<file path="src/rtl/col2im.sv">
// col2im: folds an im2col column matrix back into an HWC image by scatter-accumulating patch elements.
// Optional feature: define COL2IM_SAT_EN to saturate accumulators to DATA_WIDTH on write-back (default truncates).
module col2im #(
  parameter int IMG_C       = 1,
  parameter int IMG_W       = 8,
  parameter int IMG_H       = 8,
  parameter int DATA_WIDTH  = 8,
  parameter int ADDR_WIDTH  = 32,
  parameter int FILTER_SIZE = 3,
  parameter int ACC_WIDTH   = 16,
  parameter logic [ADDR_WIDTH-1:0] IM2COL_BASE = 'h2000,
  parameter logic [ADDR_WIDTH-1:0] IMG_BASE    = '0
) (
  input  logic                  clk,
  input  logic                  rst_n,
  input  logic                  start,
  input  logic [DATA_WIDTH-1:0] data_rd,
  output logic [ADDR_WIDTH-1:0] addr_rd,
  output logic [DATA_WIDTH-1:0] data_wr,
  output logic [ADDR_WIDTH-1:0] addr_wr,
  output logic                  mem_wr_en,
  output logic                  done
);
  localparam int K    = FILTER_SIZE;
  localparam int P    = (K - 1) / 2;
  localparam int NPIX = IMG_C * IMG_H * IMG_W;
  localparam int PW   = NPIX > 1 ? $clog2(NPIX) : 1;

  typedef enum logic [2:0] {IDLE, READ, DRAIN, WRITE, DONE} state_t;

  state_t                 state;
  logic [15:0]            c, r, w, fr, fc;
  logic [15:0]            dc, dr, dw, dfr, dfc;
  logic                   dv;
  logic [PW-1:0]          wp;
  logic [ACC_WIDTH-1:0]   acc [NPIX];
  logic                   wrap_fc, wrap_fr, wrap_w, wrap_r, last, hit, clr;
  int                     yy, xx;
  logic [PW-1:0]          tgt;
  logic [ACC_WIDTH-1:0]   ext, first;

  function automatic logic [DATA_WIDTH-1:0] narrow(input logic [ACC_WIDTH-1:0] a);
`ifdef COL2IM_SAT_EN
    narrow = (a > ACC_WIDTH'({DATA_WIDTH{1'b1}})) ? '1 : a[DATA_WIDTH-1:0];
`else
    narrow = a[DATA_WIDTH-1:0];
`endif
  endfunction

  // Patch index wrap detection and scatter target for the element whose data is arriving now
  always_comb begin
    wrap_fc = fc == 16'(K - 1);
    wrap_fr = wrap_fc && fr == 16'(K - 1);
    wrap_w  = wrap_fr && w == 16'(IMG_W - 1);
    wrap_r  = wrap_w && r == 16'(IMG_H - 1);
    last    = wrap_r && c == 16'(IMG_C - 1);
    yy      = int'(dr) + int'(dfr) - P;
    xx      = int'(dw) + int'(dfc) - P;
    hit     = dv && yy >= 0 && yy < IMG_H && xx >= 0 && xx < IMG_W;
    tgt     = PW'((yy * IMG_W + xx) * IMG_C + int'(dc));
    ext     = ACC_WIDTH'(data_rd);
    first   = (hit && tgt == '0) ? acc[0] + ext : acc[0];
    clr     = start && (state == IDLE || state == DONE);
  end

  // Accumulator bank: cleared on an accepted start, otherwise adds each in-image element
  always_ff @(posedge clk)
    if (clr)
      for (int i = 0; i < NPIX; i++) acc[i] <= '0;
    else if (hit)
      acc[tgt] <= acc[tgt] + ext;

  // Control FSM: sequential column read, one drain cycle, then linear image write-back
  always_ff @(posedge clk or negedge rst_n)
    if (!rst_n) begin
      state     <= IDLE;
      addr_rd   <= IM2COL_BASE;
      addr_wr   <= IMG_BASE;
      data_wr   <= '0;
      mem_wr_en <= 1'b0;
      done      <= 1'b0;
      {c, r, w, fr, fc}      <= '0;
      {dc, dr, dw, dfr, dfc} <= '0;
      dv        <= 1'b0;
      wp        <= '0;
    end else begin
      dv <= state == READ;
      {dc, dr, dw, dfr, dfc} <= {c, r, w, fr, fc};
      case (state)
        IDLE, DONE: if (start) begin
          done    <= 1'b0;
          addr_rd <= IM2COL_BASE;
          state   <= READ;
        end
        READ: begin
          fc      <= wrap_fc ? '0 : fc + 1'b1;
          fr      <= wrap_fr ? '0 : wrap_fc ? fr + 1'b1 : fr;
          w       <= wrap_w ? '0 : wrap_fr ? w + 1'b1 : w;
          r       <= wrap_r ? '0 : wrap_w ? r + 1'b1 : r;
          c       <= last ? '0 : wrap_r ? c + 1'b1 : c;
          addr_rd <= last ? addr_rd : addr_rd + 1'b1;
          state   <= last ? DRAIN : READ;
        end
        DRAIN: begin
          addr_wr   <= IMG_BASE;
          data_wr   <= narrow(first);
          mem_wr_en <= 1'b1;
          wp        <= '0;
          state     <= WRITE;
        end
        WRITE: if (wp == PW'(NPIX - 1)) begin
          mem_wr_en <= 1'b0;
          done      <= 1'b1;
          state     <= DONE;
        end else begin
          wp      <= wp + 1'b1;
          addr_wr <= addr_wr + 1'b1;
          data_wr <= narrow(acc[wp + 1'b1]);
        end
        default: state <= IDLE;
      endcase
    end
endmodule

</file>
<file path="config.mk">
export PLATFORM = sky130hd
export DESIGN_NAME = col2im
export DESIGN_NICKNAME = d
export VERILOG_FILES = /design/src/rtl/col2im.sv
export SDC_FILE = /design/constraint.sdc
export NUM_CORES = 2
export LEC_CHECK = 0
export ABC_AREA = 1
export CAP_MARGIN = 20
export CORE_MARGIN = 2
export CORE_UTILIZATION = 50
export DETAILED_ROUTE_END_ITERATION = 12
export PLACE_DENSITY = 0.66
export SLEW_MARGIN = 20
export SYNTH_ARGS = -nofsm -noshare
export SYNTH_HDL_FRONTEND = slang
export SYNTH_SLANG_ARGS = --single-unit
</file>
<file path="constraint.sdc">
create_clock -name clk -period 7.22 [get_ports clk]
set_input_delay 1.083 -clock clk [delete_from_list [all_inputs] [get_ports clk]]
set_output_delay 1.083 -clock clk [all_outputs]
set_load 0.005 [all_outputs]
</file>
==> results.md <==
- Finish-stage setup viols: 0
- IO Pins: 85
- Rel. slew slack: a little under a third
- DRC Markers: 0
- Critical path class: reg2reg
- Pins over their slew limit: 0
- Cts bufs inserted: 83
- Req. time, crit path: ~7.6 ns
- Gpl congestion: around 0.99
- Initial Utilization: about half
- First-pass detailed-route iteration total: 6
- Crit Path Max Fanout: 40
- Die Wd: roughly 290 um
- Setup Skew: between 0.03 and 0.04 ns
- Avg Synthesized Cell Area: roughly 9 um2
- DR vias: roughly 36,000
- Sink Count: 746
- Period utilization: between 90% and 100%
- First-pass GRT wire length: 210,900 um
- Synth warn: 0
- Cell variety after synth: 61
- Htree depth: 3
- PortBufs: 84
- Post-route ant nets: 0
- Worst path slowest cell: o41ai_1
- Clk_lat worst skew: roughly 0.66 ns
- Post-Synthesis Cells: roughly 4,600
- Cts hold-fix bufs: 0
- CP Launch Type: flop
- # Max-Cap Violations: 0
- Slowest stage delay, CP: approximately 0.64 ns
- Crit. End Element: flop
- Floorplan row count: 105
- Routed WL: 139,900 um
- Sequential area share after synthesis: 51.19%
- DP HPWL: 95,490 um
- Fin. Hold Viols: 0
- Post-route minimum period: about 7 ns
- ANT cells: 0
- Layout cells sized above 1: under 10%
- Final net count: 4,759
- Post-CTS Setup Inserts: 0
- Status: finished clean
- Largest net degree at the start of global routing: around 170
- CP bufs+invs: 6
- Worst hold path type: in2async
- Post-DR vias/cell: around 6.2
- Top delay family on crit path: adder cells
- Core region area: slightly above 80,000 um2
- Clock transition at path regs: 0.06 ns
- Die area: ~85,000 um2
- Tot GR Track Use: 32.52%
- CTS tree: done
- Initial antenna violation count: 2
- Clock root buffer: clkbuf_16
- Syn Nets: between 4,000 and 5,000
- DR WL/cell: between 20 and 25 um
- WP data arrival: roughly 7.2 ns
- Setup TNS: 0 ns
- Worst slew pin tran: about 1.0 ns
- CTS max path bufs: 3
- Synthesized cell area: slightly above 40,000 um2
- RSZ-0062 raised after global routing: no
- Die height: roughly 290 um
- Starting DRC count in detailed routing: roughly 4,400
- Area Overhead vs Synth: 12.18%
- Number of global-route vias before repair: between 30,000 and 40,000
- Grt total ovfl: 0
- Yosys reg bits: 746
- Max Freq: 147.1 MHz
## layout by cell type (no fill, tap or decap), types with 27 or more instances in the layout
master / n
clkdlybuf4s50_1: 83
nor3_1: 109
a21oi_1: 151
mux2i_1: 52
ha_1: 93
edfxtp_1: 512
o31ai_1: 47
o22ai_1: 172
o221ai_1: 71
dfrtp_1: 232
clkbuf_16: 86
nand4_1: 66
inv_1: 464
o41ai_1: 27
xnor2_1: 28
nand2_1: 598
nor2_1: 895
o21ai_0: 298
nor4_1: 45
xor2_1: 62
nand3_1: 179
buf_4: 79
nand3_4: 52
o211ai_1: 53
## sequential cells by signal, indices dropped and copies added (netlist names), 3 cells and up
signal / cells
state: 3
r: 16
addr_wr: 32
acc: 512
fr: 16
dfc: 16
c: 16
addr_rd: 32
dfr: 16
fc: 16
dw: 16
data_wr: 8
w: 16
wp: 6
dc: 6
dr: 16
## final cells by class
| class | count | area [um2] |
|---|---|---|
| clock buffers | 105 | 2273 |
| clock inverters | 48 | 528.0 |
| fillers | 7237 | 35580 |
| inverters | 478 | 1797 |
| multi-input cells | 3158 | 17580 |
| flip-flops and latches | 746 | 21240 |
| well taps | 1070 | 1339 |
| repair buffers | 180 | 1779 |
## kinds of logic (layout without fill, tap and decap cells)
kind of cell	count (synthesis)	in the layout	synth area share (%)
adder cells (fa/ha/maj)	101	101	3.174
multiplexers	52	52	1.255
XOR/XNOR	97	97	2.048
AND/OR/NAND/NOR	2034	2034	22.44
flip-flops	746	746	51.19
buffers and inverters	725	811	6.911
AO/OA/AOI/OAI	874	874	12.98
## path summary, 6_finish.rpt
kind,start,end,slack (ns),cells past startpoint
hold reg to reg,c[4],dc[4],0.39,0
setup / recovery,dfc[1],acc[12][7],0.42,29
max in group asynchronous,rst_n,wp[0],5.41,2
setup reg to reg,dfc[1],acc[12][7],0.42,29
hold / removal,rst_n,addr_rd[30],0.37,1
min in group clk,c[4],dc[4],0.39,0
## metrics by stage
step	worst slack, ns	cell area (um2)	std cells	hold slack, ns	utilization [%]
after CTS	0.5208	46520	5785	0.3941	56.66
after global routing	0.01827	46530	5785	0.4053	56.66
final	0.4228	46530	5785	0.3666	56.66
after floorplan	1.155	41470	4629	0.3519	-
after global placement	0.6024	43720	5632	0.3763	53.24
after detailed placement	0.5194	43720	5632	0.3769	53.24
## cell usage after synthesis (all sizes together)
| master | number | area share, % |
|---|---|---|
| dfstp | 1 | 0.063 |
| clkbuf | 177 | 1.6 |
| or4 | 7 | 0.13 |
| nand4 | 66 | 1.0 |
| inv | 473 | 4.3 |
| xor2 | 67 | 1.4 |
| a21oi | 151 | 1.8 |
| o211ai | 53 | 0.96 |
| a2111oi | 1 | 0.021 |
| mux2i | 52 | 1.3 |
| ha | 94 | 2.8 |
| nand3b | 9 | 0.19 |
| o22a | 1 | 0.021 |
| a22oi | 8 | 0.14 |
| nor3b | 6 | 0.11 |
| o31ai | 47 | 0.85 |
| o2111ai | 6 | 0.13 |
| nor3 | 111 | 1.4 |
| or2 | 18 | 0.28 |
| o221ai | 71 | 1.5 |
| nand3 | 251 | 4.7 |
| nor4 | 46 | 0.71 |
| a21boi | 1 | 0.018 |
| o41ai | 28 | 0.59 |
| a21o | 1 | 0.018 |
| o311ai | 20 | 0.42 |
| a221oi | 4 | 0.084 |
| nand2 | 602 | 5.5 |
| o21a | 1 | 0.018 |
| a31oi | 1 | 0.015 |
| fa | 7 | 0.34 |
| xnor2 | 30 | 0.63 |
| a32oi | 1 | 0.021 |
| edfxtp | 512 | 37 |
| buf | 70 | 0.98 |
| clkinv | 5 | 0.045 |
| o32ai | 5 | 0.11 |
| and3 | 3 | 0.045 |
| o21ai | 301 | 3.6 |
| nor2 | 912 | 8.3 |
| and2 | 3 | 0.045 |
| o22ai | 172 | 2.6 |
| a211oi | 1 | 0.018 |
| dfrtp | 233 | 14 |
## repair_timing
action,in CTS,in global routing
gates resized for setup,0,1
hold endpoints to repair,0,0
endpoints found under the setup margin,0,35
## worst register-to-register path, delay by kind of cell (launching register included)
family	cells	cell delay (ns)
xor gates and xnor gates	1	0.17
and+or+nand+nor	12	1.71
AOI/OAI and AO/OA	4	1.14
buffers and inverters	6	1.02
adders and majority gates	6	2.17
DFF	1	0.33
## per-layer routing
layer	share of wire, %	up-vias	wire [um]	track usage (%)
met3	11	500	15340	7.216
met4	5.7	4	7990	16.28
met2	45	2169	62370	50.81
met1	39	16920	54120	42.78
met5	0.019	-	27	0
li1	-	16140	-	-
Power is left out: the tool's default activity adds up to more than one toggle a clock period on the data nets, which glitch-free logic cannot reach.
